--- config.mk ---
export PLATFORM = sky130hd
export DESIGN_NAME = ddr_diff_pattern_gen
export DESIGN_NICKNAME = d
export VERILOG_FILES = /design/src/rtl/ddr_diff_pattern_gen.sv
export SDC_FILE = /design/constraint.sdc
export NUM_CORES = 1
export LEC_CHECK = 0
export BUFFER_PORTS_ARGS = -buffer_cell sky130_fd_sc_hd__buf_4
export CAP_MARGIN = 20
export CORE_MARGIN = 8
export CORE_UTILIZATION = 50
export CTS_CLUSTER_DIAMETER = 60
export DETAILED_ROUTE_END_ITERATION = 10
export PLACE_DENSITY = 0.7
export SLEW_MARGIN = 10
export SYNTH_ARGS = -nofsm -noshare
export SYNTH_HDL_FRONTEND = slang
export SYNTH_SLANG_ARGS = --single-unit
--- constraint.sdc ---
create_clock -name clk -period 3 [get_ports clk]
set_input_delay 0.3 -clock clk [delete_from_list [all_inputs] [get_ports clk]]
set_output_delay 0.3 -clock clk [all_outputs]
set_load 0.005 [all_outputs]
--- src/rtl/ddr_diff_pattern_gen.sv ---
// Multi-lane, tick-paced DDR pattern source for ODDR D0/D1 and ELVDS_TBUF OEN.
// An enable FSM keeps the buffers tristated through warm-up and drains the last symbol.
module ddr_diff_pattern_gen #(
    parameter int unsigned CHANNELS  = 2,
    parameter int unsigned DIV_WIDTH = 25,
    parameter int unsigned WARMUP    = 4
) (
    input  logic                 clk,
    input  logic                 rst_n,
    input  logic                 enable,
    input  logic [1:0]           mode,
    input  logic [DIV_WIDTH-1:0] div,
    output logic                 tick,
    output logic [CHANNELS-1:0]  d0,
    output logic [CHANNELS-1:0]  d1,
    output logic [CHANNELS-1:0]  oen_n,
    output logic                 busy
);

    typedef enum logic [1:0] {
        ST_IDLE,
        ST_WARMUP,
        ST_RUN,
        ST_DRAIN
    } state_t;

    typedef enum logic [1:0] {
        PAT_TOGGLE,
        PAT_SLOW,
        PAT_PRBS,
        PAT_WALK
    } pat_t;

    localparam logic [6:0] LFSR_SEED = 7'h7F;
    localparam logic [7:0] WARM_LAST = 8'(WARMUP - 1);

    state_t                r_state;
    state_t                w_state_nxt;
    pat_t                  r_mode;
    logic [DIV_WIDTH-1:0]  r_presc;
    logic [7:0]            r_wcnt;
    logic [6:0]            r_lfsr;
    logic                  r_phase;
    logic [CHANNELS-1:0]   r_walk;
    logic [CHANNELS-1:0]   r_d0;
    logic [CHANNELS-1:0]   r_d1;
    logic [CHANNELS-1:0]   r_oen_n;

    logic                  w_busy;
    logic                  w_tick;
    logic                  w_start;
    logic                  w_step;
    logic                  w_stop;
    logic                  w_b1;
    logic                  w_b2;
    logic [6:0]            w_lfsr_nxt;
    logic [CHANNELS-1:0]   w_walk_rot;
    logic [CHANNELS-1:0]   w_d0_nxt;
    logic [CHANNELS-1:0]   w_d1_nxt;

    assign w_busy = (r_state != ST_IDLE);
    assign w_tick = w_busy && (r_presc == div);

    always_ff @(posedge clk or negedge rst_n) begin
        if (!rst_n) begin
            r_state <= ST_IDLE;
        end else begin
            r_state <= w_state_nxt;
        end
    end

    always_comb begin
        w_state_nxt = r_state;
        w_start     = 1'b0;
        w_step      = 1'b0;
        w_stop      = 1'b0;
        case (r_state)
            ST_IDLE: begin
                if (enable) begin
                    w_state_nxt = ST_WARMUP;
                    w_start     = 1'b1;
                end
            end
            ST_WARMUP: begin
                if (w_tick) begin
                    if (!enable) begin
                        w_state_nxt = ST_IDLE;
                        w_stop      = 1'b1;
                    end else begin
                        w_step = 1'b1;
                        if (r_wcnt == WARM_LAST) begin
                            w_state_nxt = ST_RUN;
                        end
                    end
                end
            end
            ST_RUN: begin
                w_step = w_tick;
                if (!enable) begin
                    w_state_nxt = ST_DRAIN;
                end
            end
            ST_DRAIN: begin
                if (w_tick) begin
                    w_state_nxt = ST_IDLE;
                    w_stop      = 1'b1;
                end
            end
            default: begin
                w_state_nxt = ST_IDLE;
            end
        endcase
    end

    // Two LFSR steps per tick: second bit uses the once-shifted register, i.e. s[5]^s[4].
    assign w_b1       = r_lfsr[6] ^ r_lfsr[5];
    assign w_b2       = r_lfsr[5] ^ r_lfsr[4];
    assign w_lfsr_nxt = {r_lfsr[4:0], w_b1, w_b2};

    always_comb begin
        w_walk_rot = '0;
        for (int unsigned k = 0; k < CHANNELS; k++) begin
            w_walk_rot[(k + 1) % CHANNELS] = r_walk[k];
        end
    end

    always_comb begin
        w_d0_nxt = '0;
        w_d1_nxt = '0;
        for (int unsigned k = 0; k < CHANNELS; k++) begin
            case (r_mode)
                PAT_TOGGLE: begin
                    w_d0_nxt[k] = k[0];
                    w_d1_nxt[k] = ~k[0];
                end
                PAT_SLOW: begin
                    w_d0_nxt[k] = r_phase ^ k[0];
                    w_d1_nxt[k] = r_phase ^ k[0];
                end
                PAT_PRBS: begin
                    w_d0_nxt[k] = w_b1 ^ k[0];
                    w_d1_nxt[k] = w_b2 ^ k[0];
                end
                default: begin
                    w_d0_nxt[k] = r_walk[k];
                    w_d1_nxt[k] = r_walk[k];
                end
            endcase
        end
    end

    always_ff @(posedge clk or negedge rst_n) begin
        if (!rst_n) begin
            r_presc <= '0;
        end else if (!w_busy || w_tick) begin
            r_presc <= '0;
        end else begin
            r_presc <= r_presc + 1'b1;
        end
    end

    always_ff @(posedge clk or negedge rst_n) begin
        if (!rst_n) begin
            r_mode  <= PAT_TOGGLE;
            r_wcnt  <= '0;
            r_lfsr  <= LFSR_SEED;
            r_phase <= 1'b0;
            r_walk  <= CHANNELS'(1);
            r_d0    <= '0;
            r_d1    <= '0;
            r_oen_n <= '1;
        end else begin
            if (w_start) begin
                r_mode  <= pat_t'(mode);
                r_wcnt  <= '0;
                r_lfsr  <= LFSR_SEED;
                r_phase <= 1'b0;
                r_walk  <= CHANNELS'(1);
            end
            if (w_step) begin
                r_wcnt  <= r_wcnt + 1'b1;
                r_lfsr  <= w_lfsr_nxt;
                r_phase <= ~r_phase;
                r_walk  <= w_walk_rot;
                r_d0    <= w_d0_nxt;
                r_d1    <= w_d1_nxt;
            end
            if (w_stop) begin
                r_d0 <= '0;
                r_d1 <= '0;
            end
            r_oen_n <= (w_state_nxt == ST_RUN || w_state_nxt == ST_DRAIN) ? '0 : '1;
        end
    end

    assign tick  = w_tick;
    assign busy  = w_busy;
    assign d0    = r_d0;
    assign d1    = r_d1;
    assign oen_n = r_oen_n;

endmodule

* Word-level counts from Yosys, hierarchy flattened
Cells that the tools add are included.
Widths: inputs -> output; s select.
** Operators by class
- $add $sub $neg :: 2
- Eq/ne operators :: 9
- Muxes and demuxes :: 33
- Bitwise operators :: 5
- Reduce and logical (&&, ||, !) cells :: 9
** Operators by type and width (number)
- $mux 2 :: 13
- $add 25x1->25 const B :: 1
- $eq 25x25->1 :: 1
- $mux 25 :: 1
- $mux 8 :: 2
- $mux 7 :: 2
- $pmux 1 s3 :: 4
- $eq 2x2->1 const B :: 5
- $add 8x1->8 const B :: 1
- $eq 8x2->1 const B :: 1
- $mux 1 :: 8
- $pmux 2 s4 :: 1
- $reduce_bool 2->1 :: 3
- $eq 2x1->1 const B :: 2
- $logic_not 2->1 :: 2
- $pmux 1 s2 :: 2
- $not 1->1 :: 3
- $logic_or 1x1->1 :: 2
- $xor 1x1->1 :: 2
- $logic_and 1x1->1 :: 1
- $logic_not 1->1 :: 1
** Storage, ports and cells
- Register bits :: 53
- Bits of input ports :: 30
- Output and inout port bits :: 8

* Depth between registers and ports, before layout
- Word-level depth :: 8
- Gate-level depth with buffers :: 8

* Worst setup path after synthesis
OpenSTA, ideal clock, no wires.
- Kind :: reg-to-reg
- From :: register r_state[0]
- To :: register r_d0[1], in the netlist d0[1]
- Setup time :: 78 ps
- Arrival time :: 2084 ps
- Required time :: 2922 ps
- Setup slack :: 839 ps
- Stages on the path, launching flop included :: 9
- Buffers on the path :: 1
- Cells stage by stage :: dfrtp_1 inv_1 ha_1 a21o_1 nand3_1 or4_1 buf_2 or4_1 a21oi_1
** On the way
- Longest elaborated chain between the ends :: 5
- Elaborated cells on any way between the ends :: 12
- Those cells by class :: 3 x eq/ne; 6 x mux; 3 x reduce/logical
** Ends and longest elaborated chain
- start: declaration :: RTL line 37 : state_t r_state;
- start signal: assignment :: RTL line 68 : r_state <= w_state_nxt;
- $reduce_bool 2->1 :: RTL line 61 : assign w_busy = (r_state != ST_IDLE);
- $logic_and 1x1->1 :: RTL line 62 : assign w_tick = w_busy && (r_presc == div);
- $mux 1 (on tied branches) :: RTL line 104, 85
- $pmux 1 s2 :: RTL line 77 : case (r_state)
- $mux 2 or $reduce_bool 2->1 (tied branches)
- end signal: assignment :: RTL line 185 : r_d0 <= w_d0_nxt;
- end: declaration :: RTL line 45 : logic [CHANNELS-1:0] r_d0;
Parallel ways exist; a longest one is shown, timed or not.
A chain may end at the register's enable or synchronous reset.

* Worst setup path after layout
- From :: register r_presc[16]
- To :: output tick
** On the way
- Longest elaborated chain between the ends :: 2
** Ends and longest elaborated chain
- start: declaration :: RTL line 40 : logic [DIV_WIDTH-1:0] r_presc;
- start signal: assignment :: RTL line 158 : r_presc <= r_presc + 1'b1;
- $eq 25x25->1 :: RTL line 62
- $logic_and 1x1->1 :: RTL line 62
- end: declaration :: RTL line 13 : output logic tick,
Every way passes these cells.

==> out/summary.json <==
{
  "run_status": {
    "run_status": "complete, no violations"
  },
  "cts": {
    "level_count_of_the_clock_h_tree": 2,
    "cts_setup_buffers": 0,
    "cts_tree": "built",
    "cts.path.max_buffers": 2,
    "cts_buffers": 5,
    "clk_transition_reported_paths_ns": 0.09,
    "cts_root_buf": "clkbuf_8",
    "cts.hold.buffers_added": 0,
    "worst_skew_pair.late_latency_ns": 0.30,
    "tritoncts_num_sinks": 52,
    "ctsResizeCount": 0
  },
  "final_layout": {
    "final_cell_area_sq_um": 3450,
    "synthToLayoutAreaGrowth_pct": 15.0,
    "num-nets-final": 389,
    "layout.core_utilization_pct": 59.0,
    "fraction_of_layout_instances_using_a_drive_strength_above_1_pct": 20.1,
    "fillers": 525,
    "antenna-diode-count": 0
  },
  "synth": {
    "fraction_of_synthesis_flops_using_an_asynchronous_set_or_reset_pin_pct": 100,
    "synth_ff_type": "dfrtp_1",
    "avgSynthCellArea_sq_um": 9.51,
    "synth-edff-count": 0,
    "ys.warnings.count": 0,
    "sequential_element_share_of_the_synthesized_area_pct": 43.7,
    "synth.area.top_cells": "dfrtp_1 36%, dfstp_2 7.9%, xnor2_1 7.3%, xor2_1 6.7%, nor2_1 4.4%",
    "synthesis.instances": 316,
    "post_synth_num_cell_types": 43,
    "post-synth-top-area-cell": "dfrtp_1",
    "synth_top_cells_by_count": "43 x dfrtp_1, 35 x nor2_1, 25 x xnor2_1",
    "synth_area_sq_um": 3000,
    "synthMostInstantiatedCell": "dfrtp_1",
    "synth_seq_cells": 52,
    "synth.net_count": 353,
    "post-synth-top-area-fraction_pct": 35.8
  },
  "route": {
    "route.final.wire_length_um": 6530,
    "drtAntennaViolNets": 0,
    "detail_route.vias_per_cell": 5.58,
    "number_of_iterations_in_the_first_detailed_routing_pass": 4,
    "drt_initial_violations": 139,
    "drc": 0,
    "route.vias.total": 2389,
    "wl_per_cell_um": 15.3
  },
  "die": {
    "std_cell_rows": 28,
    "core_sq_um": 5850,
    "die_height_um": 93.5,
    "dieArea_sq_um": 8740,
    "initial_utilization_pct": 51.3,
    "pin_count": 38,
    "die_w_um": 93.5
  },
  "pwr": {
    "net-switching-power_mw": 0.575,
    "leakage_nw": 1.57,
    "p_int_mw": 1.16,
    "ir_worst_vdd_mv": 0.253,
    "switching_portion_of_total_power_pct": 33.1,
    "share_comb_of_total_power_pct": 26.9,
    "seqPwrFrac_pct": 49.3,
    "total_power_mw": 1.74,
    "cell_area_power_density_nw_per_um2": 503,
    "power.share.clock_pct": 23.9
  },
  "setup_path": {
    "worst_ep_required_time_ns": 2.70,
    "crit-reg2reg-capture": "d0[1]",
    "crit_type": "flip-flop to primary output",
    "cp-start-kind": "flip-flop",
    "timing.critical_path.fanout_max": 14,
    "worstReg2RegStart": "r_state[0]",
    "worstRegToRegCells": 7,
    "setup.worst_path.end_class": "primary output",
    "regToRegSetupSlack_ns": 0.45,
    "worst-endpoint-arrival_ns": 2.30
  },
  "sta": {
    "tightestPinTransition_ns": 0.657,
    "final.setup_skew_ns": 0.00684,
    "layout_worst_path_cycle_share_pct": 86.7,
    "grt_setup_unrepaired": "false",
    "final.min_clock_period_ns": 2.60,
    "whs_ns": 0.0161,
    "worst_relative_slew_slack_pct": 56.2,
    "hold_viol": 0,
    "setup-tns-final_ns": 0,
    "finalMaxSlewViolations": 0,
    "final_setup_violation_count": 0,
    "maxClockFrequency_mhz": 385
  },
  "grt": {
    "grt_start_max_net_pins": 53,
    "gr-total-overflow": 0,
    "wire_length_of_the_first_global_routing_pass_um": 11200,
    "via_count_of_the_first_global_routing_pass": 2353,
    "grt_usage_pct": 15.7,
    "initial_antenna_violation_count": 0
  },
  "placed_design": {
    "place.gp.congestion": 0.809,
    "place.port_buffers": 37,
    "hpwlAfterDp_um": 4830,
    "placed_area_sq_um": 3360
  },
  "min_path": {
    "worst_hold_path_type": "input pin to async pin"
  },
  "flow_run": {
    "max_cap_viol_count": 0
  }
}
[worst max path at each step]
stage	slack [ns]	from	to	cells past startpoint
2_1_floorplan	0.84	r_state[0]	d0[1]	8
3_3_place_gp	0.58	r_state[0]	d0[1]	7
3_5_place_dp	0.50	r_state[0]	d0[1]	7
4_1_cts	0.35	r_presc[2]	tick	7
5_1_grt	0.23	r_presc[2]	tick	7
6_report	0.40	r_presc[16]	tick	7
[power by group through the flow]
stage	Combinational (mW)	Sequential, mW	Clock [mW]
after global routing	0.532	0.870	0.454
after global placement	0.463	0.868	0
final	0.466	0.855	0.414
after CTS	0.473	0.857	0.426
after detailed placement	0.471	0.870	0
after floorplan	0.345	0.845	0
[metal layers]
metal  wire length (um)  track usage, %  up-vias
met5                  0               0        -
met3                256            3.85        8
met2               3320            26.6       44
met4                 87            4.97        0
met1               2870            19.2     1155
li1                   -               -     1182
[cells by family after synthesis]
family                   Yosys count  synth area share, %
AO/OA/AOI/OAI                     53                 11.8
XOR/XNOR                          50                 15.1
adder cells (fa/ha/maj)            7                 2.92
buffers and inverters             24                 3.25
flip-flops                        52                 43.7
multiplexers                       6                 2.08
AND/OR/NAND/NOR                  124                 21.2
[per-stage QoR]
step / worst slack (ns) / cells
floorplan: 0.839 / 316
global placement: 0.579 / 420
detailed placement: 0.495 / 420
CTS: 0.353 / 428
global route: 0.230 / 428
finish: 0.400 / 428
[registers in the layout, indices dropped and copies added (netlist names)]
register,count
d0,2
oen_n,1
r_phase,1
r_lfsr,7
d1,2
r_state,2
r_presc,25
r_mode,2
r_wcnt,8
r_walk,2
[layout by cell type (no fill, tap or decap), types with 2 or more instances in the layout]
| cell type | n |
|---|---|
| buf_4 | 41 |
| nand2_1 | 17 |
| ha_1 | 7 |
| xnor2_1 | 25 |
| o211ai_1 | 3 |
| nor3_1 | 9 |
| o22ai_1 | 3 |
| a31o_2 | 5 |
| o21ai_0 | 14 |
| and3_1 | 8 |
| a211oi_1 | 3 |
| inv_1 | 12 |
| a21oi_1 | 16 |
| or2_2 | 2 |
| xor2_1 | 23 |
| mux2_2 | 2 |
| nand4_1 | 5 |
| xnor2_2 | 2 |
| clkbuf_8 | 6 |
| nor4_1 | 7 |
| dfstp_2 | 9 |
| and2_1 | 2 |
| nor2_1 | 35 |
| nand2b_1 | 2 |
| and4_1 | 5 |
| nand3_1 | 21 |
| dfrtp_1 | 43 |
| mux2i_1 | 4 |
| or4_1 | 5 |
| a21o_1 | 2 |
[critical path, cell delays in order (launching register included)]
cell and delay, ns:
dfrtp_1 0.46, xor2_1 0.17, nor4_1 0.44, nand4_1 0.18, buf_4 0.23, or2_2 0.33
inv_1 0.08, buf_4 0.11
[final cells by class]
cell class	instances	area, sq um	area share [%]
Clock buffer	7	86.3	2.50
Clock inverter	1	7.51	0.217
Inverter	12	45.0	1.30
Multi-Input combinational cell	240	1600	46.3
Sequential cell	52	1310	38.0
Tap cell	75	93.8	2.72
Timing Repair Buffer	41	308	8.91
No activity file was read; power rests on OpenSTA's default activity.
